### src/rtl/intc_pkg.sv
// Shared types and default sizing for the interrupt request controller.
package intc_pkg;

  localparam int unsigned NSrcDefault = 8;
  localparam int unsigned VecWDefault = 4;

  // Encoding stays fixed whether or not the NMI path is built.
  typedef enum logic [1:0] {
    StIdle = 2'd0,
    StReq  = 2'd1,
    StVec  = 2'd2,
    StNreq = 2'd3
  } intc_state_e;

endpackage

### src/rtl/intc_prio_enc.sv
// Combinational fixed-priority encoder: the lowest set index wins.
module intc_prio_enc #(
  parameter int unsigned N_SRC = 8,
  parameter int unsigned VEC_W = 4
) (
  input  logic [N_SRC-1:0] req,
  output logic             any,
  output logic [VEC_W-1:0] idx
);

  // Scan from the top so the last hit, the lowest index, is the one kept.
  always_comb begin
    any = 1'b0;
    idx = '0;
    for (int i = N_SRC - 1; i >= 0; i--) begin
      if (req[i]) begin
        any = 1'b1;
        idx = VEC_W'(i);
      end
    end
  end

endmodule

### src/rtl/intc_request_controller.sv
// Interrupt request controller: edge-captures peripheral requests into a pending
// register, arbitrates unmasked requests by fixed priority and runs the INT/INA/INTD
// handshake with the processor. Define INTC_NMI_EN to build the non-maskable path;
// without it nmi_src is ignored and NMI stays low.
module intc_request_controller
  import intc_pkg::*;
#(
  parameter int unsigned N_SRC = NSrcDefault,
  parameter int unsigned VEC_W = VecWDefault
) (
  input  logic             clk,
  input  logic             rst,
  input  logic [N_SRC-1:0] irq_src,
  input  logic             nmi_src,
  input  logic             mask_we,
  input  logic [N_SRC-1:0] mask_wdata,
  input  logic             INA,
  output logic             INT,
  output logic             NMI,
  output logic             INTD,
  output logic [VEC_W-1:0] vec,
  output logic [N_SRC-1:0] pending
);

  intc_state_e      state_q, state_d;
  logic [N_SRC-1:0] src_q, mask_q, pending_q, pending_d, rise, clr;
  logic [VEC_W-1:0] sel_q, sel_d, win_idx, vec_q;
  logic             win_any, nmi_clr, nmi_pend_q, nmi_pend_d;
  logic             int_q, nmi_q, intd_q;

  assign rise = irq_src & ~src_q;

  intc_prio_enc #(
    .N_SRC(N_SRC),
    .VEC_W(VEC_W)
  ) u_prio_enc (
    .req(pending_q & ~mask_q),
    .any(win_any),
    .idx(win_idx)
  );

`ifdef INTC_NMI_EN
  logic nmi_src_q;

  // NMI edge register; a fresh edge in the clearing cycle keeps the request pending.
  always_ff @(posedge clk) begin
    if (rst) begin
      nmi_src_q  <= 1'b0;
      nmi_pend_q <= 1'b0;
    end else begin
      nmi_src_q  <= nmi_src;
      nmi_pend_q <= nmi_pend_d;
    end
  end

  assign nmi_pend_d = (nmi_pend_q & ~nmi_clr) | (nmi_src & ~nmi_src_q);
`else
  logic unused_nmi;

  assign nmi_pend_q = 1'b0;
  assign nmi_pend_d = 1'b0;
  assign unused_nmi = nmi_src ^ nmi_clr ^ nmi_pend_d;
`endif

  // Next state, winner latch and pending clear for the handshake.
  always_comb begin
    state_d = state_q;
    sel_d   = sel_q;
    clr     = '0;
    nmi_clr = 1'b0;
    unique case (state_q)
      StIdle: begin
        if (nmi_pend_q) begin
          state_d = StNreq;
        end else if (win_any) begin
          state_d = StReq;
          sel_d   = win_idx;
        end
      end
      StReq: begin
        if (INA) begin
          state_d = StVec;
          clr     = N_SRC'(1) << sel_q;
        end
      end
      StVec: state_d = StIdle;
      StNreq: begin
        if (INA) begin
          state_d = StIdle;
          nmi_clr = 1'b1;
        end
      end
      default: state_d = StIdle;
    endcase
  end

  // Set beats clear, so an edge arriving as its bit is serviced is not lost.
  assign pending_d = (pending_q & ~clr) | rise;

  // State, request capture and registered processor-facing outputs.
  always_ff @(posedge clk) begin
    if (rst) begin
      state_q   <= StIdle;
      sel_q     <= '0;
      src_q     <= '0;
      mask_q    <= '0;
      pending_q <= '0;
      int_q     <= 1'b0;
      nmi_q     <= 1'b0;
      intd_q    <= 1'b0;
      vec_q     <= '0;
    end else begin
      state_q   <= state_d;
      sel_q     <= sel_d;
      src_q     <= irq_src;
      pending_q <= pending_d;
      if (mask_we) begin
        mask_q <= mask_wdata;
      end
      int_q  <= (state_d == StReq);
      nmi_q  <= (state_d == StNreq);
      intd_q <= (state_d == StVec);
      vec_q  <= (state_d == StVec) ? sel_d : '0;
    end
  end

  assign INT     = int_q;
  assign NMI     = nmi_q;
  assign INTD    = intd_q;
  assign vec     = vec_q;
  assign pending = pending_q;

endmodule

### config.mk
export PLATFORM = sky130hd
export DESIGN_NAME = intc_request_controller
export DESIGN_NICKNAME = d
export VERILOG_FILES = /design/src/rtl/intc_pkg.sv /design/src/rtl/intc_prio_enc.sv /design/src/rtl/intc_request_controller.sv
export SDC_FILE = /design/constraint.sdc
export NUM_CORES = 1
export LEC_CHECK = 0
export CAP_MARGIN = 20
export CORE_MARGIN = 2
export CORE_UTILIZATION = 39
export CTS_BUF_LIST = sky130_fd_sc_hd__clkbuf_2 sky130_fd_sc_hd__clkbuf_4 sky130_fd_sc_hd__clkbuf_8
export CTS_CLUSTER_DIAMETER = 100
export DETAILED_ROUTE_END_ITERATION = 12
export GPL_TIMING_DRIVEN = 1
export PLACE_DENSITY = 0.68
export SETUP_SLACK_MARGIN = 0.15
export SYNTH_ARGS = -nofsm -noshare
export SYNTH_HDL_FRONTEND = slang
export SYNTH_SLANG_ARGS = --single-unit
### constraint.sdc
create_clock -name clk -period 1.45 [get_ports clk]
set_clock_uncertainty 0.1 [all_clocks]
set_input_delay 0.2175 -clock clk [delete_from_list [all_inputs] [get_ports clk]]
set_output_delay 0.2175 -clock clk [all_outputs]
set_load 0.02 [all_outputs]
==> flow_results.xml, run 1 <==
<?xml version="1.0" encoding="UTF-8"?>
<metrics>
  <group name="status">
    <metric name="result_of_the_run" unit="">complete, no violations</metric>
  </group>
  <group name="setup_path">
    <metric name="reg2reg_setup_slack" unit="ns">0.04</metric>
    <metric name="worst_setup_path_end_kind" unit="">register</metric>
    <metric name="setup.worst_path.start_class" unit="">register</metric>
    <metric name="critPathMaxStageDelay" unit="ns">0.39</metric>
    <metric name="r2r_cells" unit="">4</metric>
    <metric name="end_of_the_worst_register_to_register_path" unit="">pending[3]</metric>
    <metric name="path_type_of_the_worst_setup_path" unit="">reg2reg</metric>
    <metric name="cell_by_cell_listing_of_the_critical_path" unit="">or3b_4, or2_1, o21ai_1, a21oi_1</metric>
    <metric name="worst_ep_required_time" unit="ns">1.59</metric>
    <metric name="worstPathArrival" unit="ns">1.56</metric>
    <metric name="cpMaxStageDelayCell" unit="">or3b_4</metric>
    <metric name="critical_path_fanouts_max" unit="">3</metric>
    <metric name="critical_path.reg2reg.startpoint" unit="">sel_q[2]</metric>
  </group>
  <group name="power">
    <metric name="power.density" unit="nW/µm²">1170</metric>
    <metric name="total_power" unit="mW">2.58</metric>
    <metric name="peakVddDrop" unit="mV">0.607</metric>
    <metric name="p_leak" unit="nW">0.920</metric>
  </group>
  <group name="clock_network">
    <metric name="clk_pin_slew" unit="ns">0.12</metric>
    <metric name="cts_tree" unit="">yes</metric>
    <metric name="clk-insertion-delay-late" unit="ns">0.36</metric>
    <metric name="cts_root_buffer" unit="">clkbuf_4</metric>
    <metric name="clock-sinks" unit="">37</metric>
    <metric name="cts.htree.levels" unit="">2</metric>
    <metric name="holdBufCountCts" unit="">0</metric>
    <metric name="cts_buffer_depth" unit="">2</metric>
    <metric name="cts_buffers" unit="">5</metric>
  </group>
  <group name="synthesis">
    <metric name="post_synth_main_area_contributors" unit="">dfxtp_1 52%, nand2b_1 7.5%, nor2b_1 6.2%</metric>
    <metric name="ys.warnings.count" unit="">0</metric>
    <metric name="synth.ff_latch_count" unit="">37</metric>
    <metric name="synth_largest_type_area_fraction" unit="">0.523</metric>
    <metric name="syn-num-nets" unit="">166</metric>
    <metric name="synth_sequential_area_ratio" unit="">0.523</metric>
    <metric name="postSynth.topFlopCell" unit="">dfxtp_1</metric>
    <metric name="yosys.area_share.adder" unit="">0</metric>
    <metric name="combinational_family_with_the_most_area_after_synthesis" unit="">simple AND/OR/NAND/NOR gates</metric>
    <metric name="ys_types" unit="">27</metric>
    <metric name="synth-compound-area-share" unit="">0.115</metric>
    <metric name="synth_edf_count" unit="">0</metric>
    <metric name="synth.cell_area" unit="µm²">1420</metric>
    <metric name="postSynthCellCount" unit="">145</metric>
    <metric name="synth_top_area_cell" unit="">dfxtp_1</metric>
    <metric name="yosys.area_share.xor_xnor" unit="">0.00618</metric>
    <metric name="synthMuxAreaShare" unit="">0.0565</metric>
    <metric name="postSynth.asyncResetShare" unit="">0</metric>
    <metric name="yosys.area_share.simple" unit="">0.284</metric>
    <metric name="syn_avg_cell_area" unit="µm²">9.78</metric>
  </group>
  <group name="finish">
    <metric name="most-common-layout-cells" unit="">23 x buf_4, 18 x clkdlybuf4s50_1, 18 x dfxtp_2, 17 x dfxtp_1, 14 x nor2b_1</metric>
    <metric name="synthesis_to_finish_area_growth" unit="%">55.4</metric>
    <metric name="post-route-cell-area" unit="µm²">2200</metric>
    <metric name="number_of_nets_in_the_layout" unit="">228</metric>
    <metric name="finalCoreUtilization" unit="">0.645</metric>
    <metric name="layout-drive-gt1-share" unit="">0.418</metric>
    <metric name="antenna-diode-count" unit="">0</metric>
    <metric name="layout_commonest_cell" unit="">buf_4</metric>
  </group>
  <group name="floorplan">
    <metric name="die_w" unit="µm">64.3</metric>
    <metric name="dieArea" unit="µm²">4130</metric>
    <metric name="floorplan.die.height" unit="µm">64.3</metric>
    <metric name="row_count" unit="">21</metric>
    <metric name="io-pin-count" unit="">36</metric>
    <metric name="start_util" unit="">0.415</metric>
    <metric name="core_area" unit="µm²">3420</metric>
  </group>
  <group name="detailed_routing">
    <metric name="average_wire_per_standard_cell" unit="µm">14.5</metric>
    <metric name="detail_route.iter0.violations" unit="">49</metric>
    <metric name="ant_nets" unit="">0</metric>
    <metric name="number_of_remaining_drc_errors" unit="">0</metric>
    <metric name="drt-total-wl" unit="µm">3680</metric>
    <metric name="drt-vias-per-instance" unit="">5.04</metric>
    <metric name="detailroute.via_count" unit="">1279</metric>
    <metric name="dr.pass1.iters" unit="">4</metric>
  </group>
  <group name="global_routing">
    <metric name="groute.usage.overall" unit="">0.184</metric>
    <metric name="antenna_found_initial" unit="">0</metric>
    <metric name="maximum_number_of_pins_on_one_net_before_global_route_repair" unit="">21</metric>
    <metric name="first_global_vias" unit="">1278</metric>
    <metric name="global_route_wire_length_before_repair" unit="µm">5780</metric>
    <metric name="grt_remaining_overflow" unit="">0</metric>
  </group>
  <group name="timing">
    <metric name="timing.final.max_slew_violations" unit="">0</metric>
    <metric name="min_period" unit="ns">1.41</metric>
    <metric name="timing.final.hold_violations" unit="">0</metric>
    <metric name="setup_viol" unit="">0</metric>
    <metric name="final.period_utilization" unit="">0.975</metric>
    <metric name="worst_slew_pin_slew" unit="ns">0.258</metric>
    <metric name="whs" unit="ns">0.249</metric>
    <metric name="highest_clock_frequency_the_design_can_meet" unit="MHz">707</metric>
    <metric name="grt_setup_unrepaired" unit="">true</metric>
    <metric name="max-slew-margin-rel" unit="">0.828</metric>
  </group>
  <group name="worst_hold_path">
    <metric name="hold_path_end" unit="">INT</metric>
    <metric name="timing.hold.worst_path_depth" unit="">3</metric>
    <metric name="hp-start" unit="">INA</metric>
    <metric name="hold_path.class" unit="">in2reg</metric>
  </group>
  <group name="flow_run">
    <metric name="drv.max_cap_violation_count" unit="">0</metric>
  </group>
  <group name="place">
    <metric name="port_buffers" unit="">34</metric>
    <metric name="detailed_place.area" unit="µm²">1890</metric>
    <metric name="final_hpwl_from_detailed_placement" unit="µm">2420</metric>
    <metric name="finalWeightedCongestion" unit="">0.854</metric>
  </group>
</metrics>
-- flip-flops by register name, summed over array words and instances (netlist names) --
register  cells
mask_q        8
NMI           1
sel_q         4
src_q         8
INT           1
INTD          1
vec           4
pending       8
state_q       2
-- area by class of cell --
type / count / area (µm²)
sequential: 37 / 771
inverter: 1 / 3.75
multi-input combinational: 102 / 764
timing repair buffer: 60 / 504
clock inverter: 3 / 65.1
tap: 46 / 57.6
fill: 288 / 1210
clock buffer: 5 / 37.5
-- where the power goes --
group | internal, mW | switching (mW) | total, mW
logic | 0.290 | 0.245 | 0.535
clock network | 0.534 | 0.359 | 0.893
registers | 1.09 | 0.0586 | 1.15
-- through the flow --
| step | worst slack, ns | instances | setup TNS, ns |
|---|---|---|---|
| 2_1_floorplan | 0.135 | 145 | 0 |
| 3_3_place_gp | -0.301 | 230 | -1.79 |
| 3_5_place_dp | -0.345 | 230 | -2.01 |
| 4_1_cts | 0.0681 | 249 | 0 |
| 5_1_grt | -0.0187 | 254 | -0.0212 |
| 6_report | 0.0362 | 254 | 0 |
-- worst max-delay path, delay by kind of cell, from the launching register on --
kind,cells,cell delay (ns)
DFF,1,0.36
and+or+nand+nor,2,0.63
AOI/OAI and AO/OA,2,0.22
-- cells by family (layout without fill, tap and decap cells) --
kind of cell,count (synthesis),after routing
AND/OR/NAND/NOR,65,65
flip-flops,37,37
AO/OA/AOI/OAI,28,28
multiplexers,8,8
buffers and inverters,6,69
XOR/XNOR,1,1
-- metal layers --
metal | vias to the layer above | routed length (µm) | GRT usage
met1 | 611 | 1540 | 0.209
met2 | 32 | 1900 | 0.310
li1 | 628 | - | -
met4 | 0 | 76 | 0.0771
met5 | - | 0 | 0
met3 | 8 | 168 | 0.0669
-- cell usage after synthesis (all sizes together) (3+ instances only) --
master and count:
dfxtp 37, nand4 3, clkbuf 5, nor3 3
a21oi 11, nor2 9, o21ai 8, or2 3
nor2b 14, mux2i 8, or3b 3, o31ai 4
nand2b 17, and2 3
-- what timing repair did --
action | CTS | global route
buffers inserted | 11 | 5
gates resized for setup | 82 | 16
pin swaps | 7 | 12
setup endpoints to repair | 27 | 19
endpoints found under the hold margin | 0 | 0
-- worst max path at each step --
stage / slack (ns) / endpoint / startpoint
after CTS: 0.07 / pending[2] / sel_q[3]
after detailed placement: -0.35 / pending[2] / INA
after global placement: -0.30 / pending[3] / INA
after floorplan: 0.13 / pending[3] / sel_q[3]
after global routing: -0.02 / sel_q[0] / state_q[1]
final: 0.04 / pending[3] / sel_q[2]
Power figures use the tool's default switching activity.
==> inputs of run 2 (changes only) <==
Settings changed: SETUP_SLACK_MARGIN 0.15 to 0.2.
==> flow_results.xml, run 2 (same netlist as run 1, synthesis figures left out) <==
<?xml version="1.0" encoding="UTF-8"?>
<metrics>
  <group name="place">
    <metric name="place.detailed.instances" unit="">230</metric>
    <metric name="dp_worst_setup_slack" unit="ns">-0.311</metric>
    <metric name="port_buffers" unit="">34</metric>
    <metric name="finalWeightedCongestion" unit="">0.796</metric>
    <metric name="final_hpwl_from_detailed_placement" unit="µm">2320</metric>
  </group>
  <group name="timing">
    <metric name="min_period" unit="ns">1.38</metric>
    <metric name="grt_setup_unrepaired" unit="">true</metric>
    <metric name="max-slew-margin-rel" unit="">0.753</metric>
    <metric name="final.period_utilization" unit="">0.949</metric>
    <metric name="timing.final.max_slew_violations" unit="">0</metric>
    <metric name="setup_viol" unit="">0</metric>
    <metric name="worst_slew_pin_slew" unit="ns">0.371</metric>
    <metric name="highest_clock_frequency_the_design_can_meet" unit="MHz">726</metric>
    <metric name="post-route-worst-setup-slack" unit="ns">0.0735</metric>
    <metric name="timing.final.hold_violations" unit="">0</metric>
    <metric name="whs" unit="ns">0.289</metric>
  </group>
  <group name="global_routing">
    <metric name="global_route_wire_length_before_repair" unit="µm">5330</metric>
    <metric name="first_global_vias" unit="">1158</metric>
    <metric name="top_usage_layer" unit="">met2</metric>
    <metric name="antenna_found_initial" unit="">0</metric>
    <metric name="groute.usage.overall" unit="">0.169</metric>
    <metric name="grt_remaining_overflow" unit="">0</metric>
    <metric name="global_route.usage.met3" unit="">0.0440</metric>
    <metric name="grt_util_met1" unit="">0.203</metric>
    <metric name="gr-usage-met2" unit="">0.279</metric>
    <metric name="maximum_number_of_pins_on_one_net_before_global_route_repair" unit="">14</metric>
  </group>
  <group name="finish">
    <metric name="layout_commonest_cell" unit="">buf_4</metric>
    <metric name="number_of_nets_in_the_layout" unit="">227</metric>
    <metric name="synthesis_to_finish_area_growth" unit="%">53.4</metric>
    <metric name="antenna-diode-count" unit="">0</metric>
    <metric name="finish.cell_count_without_fillers" unit="">253</metric>
    <metric name="n_fill_cell" unit="">287</metric>
    <metric name="layout-drive-gt1-share" unit="">0.440</metric>
    <metric name="most-common-layout-cells" unit="">20 x buf_4, 18 x clkdlybuf4s50_1, 17 x dfxtp_1, 16 x dfxtp_2, 14 x nor2b_1</metric>
  </group>
  <group name="status">
    <metric name="result_of_the_run" unit="">complete, no violations</metric>
  </group>
  <group name="setup_path">
    <metric name="critical_path_fanouts_max" unit="">5</metric>
    <metric name="timing.critical_path.to" unit="">sel_q[3]</metric>
    <metric name="reg2reg_setup_slack" unit="ns">0.07</metric>
    <metric name="critical_path.reg2reg.startpoint" unit="">mask_q[1]</metric>
    <metric name="r2r_cells" unit="">5</metric>
    <metric name="worstPathArrival" unit="ns">1.56</metric>
    <metric name="worst_ep_required_time" unit="ns">1.63</metric>
    <metric name="cp-startpoint" unit="">mask_q[1]</metric>
    <metric name="path_type_of_the_worst_setup_path" unit="">reg2reg</metric>
    <metric name="setup.worst_path.start_class" unit="">register</metric>
    <metric name="worst_setup_path_end_kind" unit="">register</metric>
    <metric name="end_of_the_worst_register_to_register_path" unit="">sel_q[3]</metric>
  </group>
  <group name="floorplan">
    <metric name="die_w" unit="µm">64.3</metric>
    <metric name="start_util" unit="">0.415</metric>
    <metric name="row_count" unit="">21</metric>
    <metric name="io-pin-count" unit="">36</metric>
    <metric name="core_area" unit="µm²">3420</metric>
    <metric name="floorplan.die.height" unit="µm">64.3</metric>
    <metric name="dieArea" unit="µm²">4130</metric>
  </group>
  <group name="worst_hold_path">
    <metric name="timing.hold.worst_path_depth" unit="">3</metric>
    <metric name="hold_path.class" unit="">in2reg</metric>
  </group>
  <group name="detailed_routing">
    <metric name="number_of_remaining_drc_errors" unit="">0</metric>
    <metric name="ant_nets" unit="">0</metric>
    <metric name="drt-total-wl" unit="µm">3660</metric>
    <metric name="detailroute.via_count" unit="">1265</metric>
    <metric name="detail_route.iter0.violations" unit="">46</metric>
    <metric name="drt-vias-per-instance" unit="">5.00</metric>
    <metric name="dr.pass1.iters" unit="">4</metric>
    <metric name="average_wire_per_standard_cell" unit="µm">14.5</metric>
  </group>
  <group name="clock_network">
    <metric name="cts_root_buffer" unit="">clkbuf_4</metric>
    <metric name="clock-sinks" unit="">37</metric>
    <metric name="cts_buffers" unit="">5</metric>
    <metric name="cts.htree.levels" unit="">2</metric>
    <metric name="cts_tree" unit="">yes</metric>
    <metric name="holdBufCountCts" unit="">0</metric>
    <metric name="clk-insertion-delay-late" unit="ns">0.33</metric>
    <metric name="cts_buffer_depth" unit="">2</metric>
    <metric name="clk_pin_slew" unit="ns">0.11</metric>
  </group>
  <group name="power">
    <metric name="p_leak" unit="nW">0.915</metric>
    <metric name="peakVddDrop" unit="mV">0.583</metric>
    <metric name="power.density" unit="nW/µm²">1030</metric>
  </group>
  <group name="flow_run">
    <metric name="drv.max_cap_violation_count" unit="">0</metric>
  </group>
</metrics>
-- run 2: cell count changes in the layout (fill, tap and decap cells not counted), moves of 3 or more --
cell             before  now
buf_6                 2    6
buf_2                 8   12
clkdlybuf4s15_2       4    0
buf_4                23   20
-- run 2: worst min-delay path by stage --
stage	from	endpoint	slack, ns
finish	INA	INT	0.29
CTS	INA	INT	0.27
global route	INA	INT	0.28
detailed placement	src_q[6]	pending[6]	0.38
floorplan	rst	INT	0.21
global placement	src_q[4]	pending[4]	0.38
-- run 2: per-stage QoR --
stage	setup TNS, ns	instance area [µm²]	utilization	total power [mW]
finish	0	2170	0.637	2.24
global route	-0.00399	2170	0.637	2.36
CTS	0	2090	0.611	2.15
detailed placement	-1.84	1890	0.553	1.56
global placement	-1.81	1890	0.553	1.55
floorplan	0	1420	-	1.37
-- run 2: per-layer routing --
| layer | vias up | share of wire |
|---|---|---|
| met5 | - | 0 |
| met4 | 0 | 0.0098 |
| met3 | 4 | 0.036 |
| met2 | 30 | 0.52 |
| met1 | 602 | 0.44 |
| li1 | 629 | - |
-- run 2: report_power, final --
| part | leakage [nW] | switching (mW) | internal, mW | total (mW) |
|---|---|---|---|---|
| clock | 0.0354 | 0.331 | 0.204 | 0.535 |
| combinational | 0.567 | 0.261 | 0.298 | 0.560 |
| sequential | 0.313 | 0.0572 | 1.09 | 1.15 |
| total | 0.915 | 0.650 | 1.59 | 2.24 |
-- run 2: final cells by class --
cell class / instances / area (µm²) / area share
clock buffer: 6 / 45.0 / 0.0207
clock inverter: 2 / 10.0 / 0.00460
inverter: 1 / 3.75 / 0.00173
multi-input combinational: 102 / 791 / 0.364
sequential: 37 / 776 / 0.357
tap: 46 / 57.6 / 0.0265
timing repair buffer: 59 / 492 / 0.226
-- run 2: worst max-delay path, stage by stage (launching register included) --
cell and delay [ns]:
dfxtp_2 0.35, nand2b_4 0.12, nand4_1 0.21, buf_4 0.22, o21ai_4 0.15, and3b_1 0.17
-- run 2: repair_timing --
action / 4_1_cts / 5_1_grt
gates resized for setup: 86 / 32
pin swaps: 18 / 19
buffers inserted: 9 / 6
hold endpoints to repair: 0 / 0
endpoints found under the setup margin: 28 / 29
==> inputs of run 3 (changes only) <==
Settings changed: CORE_UTILIZATION 39 to 50, PLACE_DENSITY 0.68 to 0.83, TNS_END_PERCENT set to 5.
==> flow_results.xml, run 3 (same netlist as run 1, synthesis figures left out) <==
<?xml version="1.0" encoding="UTF-8"?>
<metrics>
  <group name="status">
    <metric name="result_of_the_run" unit="">complete, no violations</metric>
  </group>
  <group name="setup_path">
    <metric name="reg2reg_setup_slack" unit="ns">0.04</metric>
    <metric name="critical_path.reg2reg.startpoint" unit="">sel_q[3]</metric>
    <metric name="timing.critical_path.max_delay_family" unit="">simple AND/OR/NAND/NOR gates</metric>
    <metric name="setup.worst_path.start_class" unit="">register</metric>
    <metric name="r2r_cells" unit="">4</metric>
    <metric name="cpMaxStageDelayCell" unit="">or3b_4</metric>
    <metric name="worstPathArrival" unit="ns">1.55</metric>
    <metric name="critPathMaxStageDelay" unit="ns">0.40</metric>
    <metric name="cell_by_cell_listing_of_the_critical_path" unit="">or3b_4, or2_4, o21ai_1, a21oi_1</metric>
    <metric name="path_type_of_the_worst_setup_path" unit="">reg2reg</metric>
    <metric name="end_of_the_worst_register_to_register_path" unit="">pending[3]</metric>
    <metric name="worst_ep_required_time" unit="ns">1.60</metric>
    <metric name="bufs_and_invs_on_worst_path" unit="">0</metric>
    <metric name="worst_setup_path_end_kind" unit="">register</metric>
    <metric name="critical_path_fanouts_max" unit="">4</metric>
  </group>
  <group name="global_routing">
    <metric name="first_global_vias" unit="">1203</metric>
    <metric name="grt_remaining_overflow" unit="">0</metric>
    <metric name="antenna_found_initial" unit="">0</metric>
    <metric name="global_route_wire_length_before_repair" unit="µm">5380</metric>
    <metric name="groute.usage.overall" unit="">0.219</metric>
    <metric name="maximum_number_of_pins_on_one_net_before_global_route_repair" unit="">14</metric>
  </group>
  <group name="place">
    <metric name="port_buffers" unit="">34</metric>
    <metric name="place.detailed.instances" unit="">214</metric>
    <metric name="finalWeightedCongestion" unit="">0.826</metric>
    <metric name="final_hpwl_from_detailed_placement" unit="µm">2310</metric>
  </group>
  <group name="power">
    <metric name="power.density" unit="nW/µm²">1080</metric>
    <metric name="peakVddDrop" unit="mV">0.933</metric>
    <metric name="total_power" unit="mW">2.19</metric>
    <metric name="p_leak" unit="nW">0.857</metric>
  </group>
  <group name="timing">
    <metric name="whs" unit="ns">0.280</metric>
    <metric name="final.period_utilization" unit="">0.969</metric>
    <metric name="max-slew-margin-rel" unit="">0.781</metric>
    <metric name="setup_viol" unit="">0</metric>
    <metric name="grt_setup_unrepaired" unit="">true</metric>
    <metric name="setup_tns" unit="ns">0</metric>
    <metric name="worst_slew_pin_slew" unit="ns">0.327</metric>
    <metric name="highest_clock_frequency_the_design_can_meet" unit="MHz">712</metric>
    <metric name="min_period" unit="ns">1.41</metric>
    <metric name="timing.final.max_slew_violations" unit="">0</metric>
    <metric name="timing.final.hold_violations" unit="">0</metric>
  </group>
  <group name="finish">
    <metric name="layout-drive-gt1-share" unit="">0.306</metric>
    <metric name="n_fill_cell" unit="">192</metric>
    <metric name="finish.cell_count_without_fillers" unit="">227</metric>
    <metric name="layout_commonest_cell" unit="">dfxtp_1</metric>
    <metric name="finalCoreUtilization" unit="">0.745</metric>
    <metric name="synthesis_to_finish_area_growth" unit="%">43.6</metric>
    <metric name="number_of_nets_in_the_layout" unit="">216</metric>
    <metric name="most-common-layout-cells" unit="">21 x dfxtp_1, 18 x clkdlybuf4s50_1, 15 x buf_4, 14 x nor2b_1, 12 x dfxtp_2</metric>
    <metric name="antenna-diode-count" unit="">0</metric>
  </group>
  <group name="floorplan">
    <metric name="dieArea" unit="µm²">3280</metric>
    <metric name="io-pin-count" unit="">36</metric>
    <metric name="floorplan.die.height" unit="µm">57.2</metric>
    <metric name="die_w" unit="µm">57.2</metric>
    <metric name="start_util" unit="">0.519</metric>
    <metric name="row_count" unit="">19</metric>
    <metric name="core_area" unit="µm²">2730</metric>
  </group>
  <group name="worst_hold_path">
    <metric name="hp-start" unit="">INA</metric>
    <metric name="hold_path_end" unit="">INT</metric>
    <metric name="timing.hold.worst_path_depth" unit="">3</metric>
    <metric name="hold_path.class" unit="">in2reg</metric>
  </group>
  <group name="detailed_routing">
    <metric name="drt-total-wl" unit="µm">3420</metric>
    <metric name="drt-vias-per-instance" unit="">5.49</metric>
    <metric name="ant_nets" unit="">0</metric>
    <metric name="detailroute.via_count" unit="">1246</metric>
    <metric name="average_wire_per_standard_cell" unit="µm">15.1</metric>
    <metric name="dr.pass1.iters" unit="">4</metric>
    <metric name="number_of_remaining_drc_errors" unit="">0</metric>
    <metric name="detail_route.iter0.violations" unit="">50</metric>
  </group>
  <group name="clock_network">
    <metric name="clock-sinks" unit="">37</metric>
    <metric name="cts.htree.levels" unit="">2</metric>
    <metric name="clk_pin_slew" unit="ns">0.10</metric>
    <metric name="cts_buffer_depth" unit="">2</metric>
    <metric name="holdBufCountCts" unit="">0</metric>
    <metric name="cts_root_buffer" unit="">clkbuf_4</metric>
    <metric name="clk-insertion-delay-late" unit="ns">0.36</metric>
    <metric name="cts_tree" unit="">yes</metric>
    <metric name="cts_buffers" unit="">5</metric>
  </group>
  <group name="flow_run">
    <metric name="drv.max_cap_violation_count" unit="">0</metric>
  </group>
</metrics>
## run 3: changes by cell type in the layout (fill, tap and decap cells not counted), sizes merged
cell	before	now
buf	39	19
clkbuf	7	8
clkdlybuf4s15	0	3
clkinv	2	0
dlygate4sd2	1	8
## run 3: per-stage QoR
| step | worst slack [ns] | instance area [µm²] |
|---|---|---|
| final | 0.0448 | 2040 |
| after global routing | -0.0389 | 2040 |
| after floorplan | 0.135 | 1420 |
| after CTS | 0.0714 | 2000 |
| after global placement | -0.285 | 1860 |
| after detailed placement | -0.330 | 1860 |
## run 3: area by class of cell
cell class	count	area, µm²	share of cell area
Clock buffer	8	60.1	0.0295
Inverter	1	3.75	0.00184
Multi-Input combinational cell	102	731	0.359
Sequential cell	37	771	0.379
Tap cell	31	38.8	0.0191
Timing Repair Buffer	48	432	0.212
## run 3: how the worst max path moves through the flow
stage                     slack (ns)         end  startpoint  depth (start not counted)
final                           0.04  pending[3]    sel_q[3]                          4
after global routing           -0.04    sel_q[0]   mask_q[0]                          4
after CTS                       0.07  pending[3]    sel_q[3]                          4
after detailed placement       -0.33  pending[3]         INA                          5
after global placement         -0.28  pending[3]         INA                          5
after floorplan                 0.13  pending[3]    sel_q[3]                          4
## run 3: timing repair
item / 4_1_cts / 5_1_grt
pin swaps: 3 / 10
resized for setup: 52 / 22
endpoints found under the hold margin: 0 / 0
endpoints found under the setup margin: 29 / 30
buffers inserted: 2 / 3
## run 3: power by group
part	total [mW]	internal [mW]	switching [mW]
registers	1.14	1.09	0.0531
logic	0.459	0.240	0.219
clock network	0.588	0.249	0.339
total	2.19	1.58	0.611
## run 3: worst min-delay path: cells and delay by family
kind	cells	cell delay, ns
AOI/OAI and AO/OA	1	0.08
buffers and inverters	2	0.39
## run 3: layer usage
metal	up-vias	share of wire	wire length, µm	track usage
li1	604	-	-	-
met1	594	0.42	1430	0.260
met2	39	0.51	1740	0.366
met3	9	0.046	156	0.0499
met4	0	0.030	102	0.123
met5	-	0	0	0
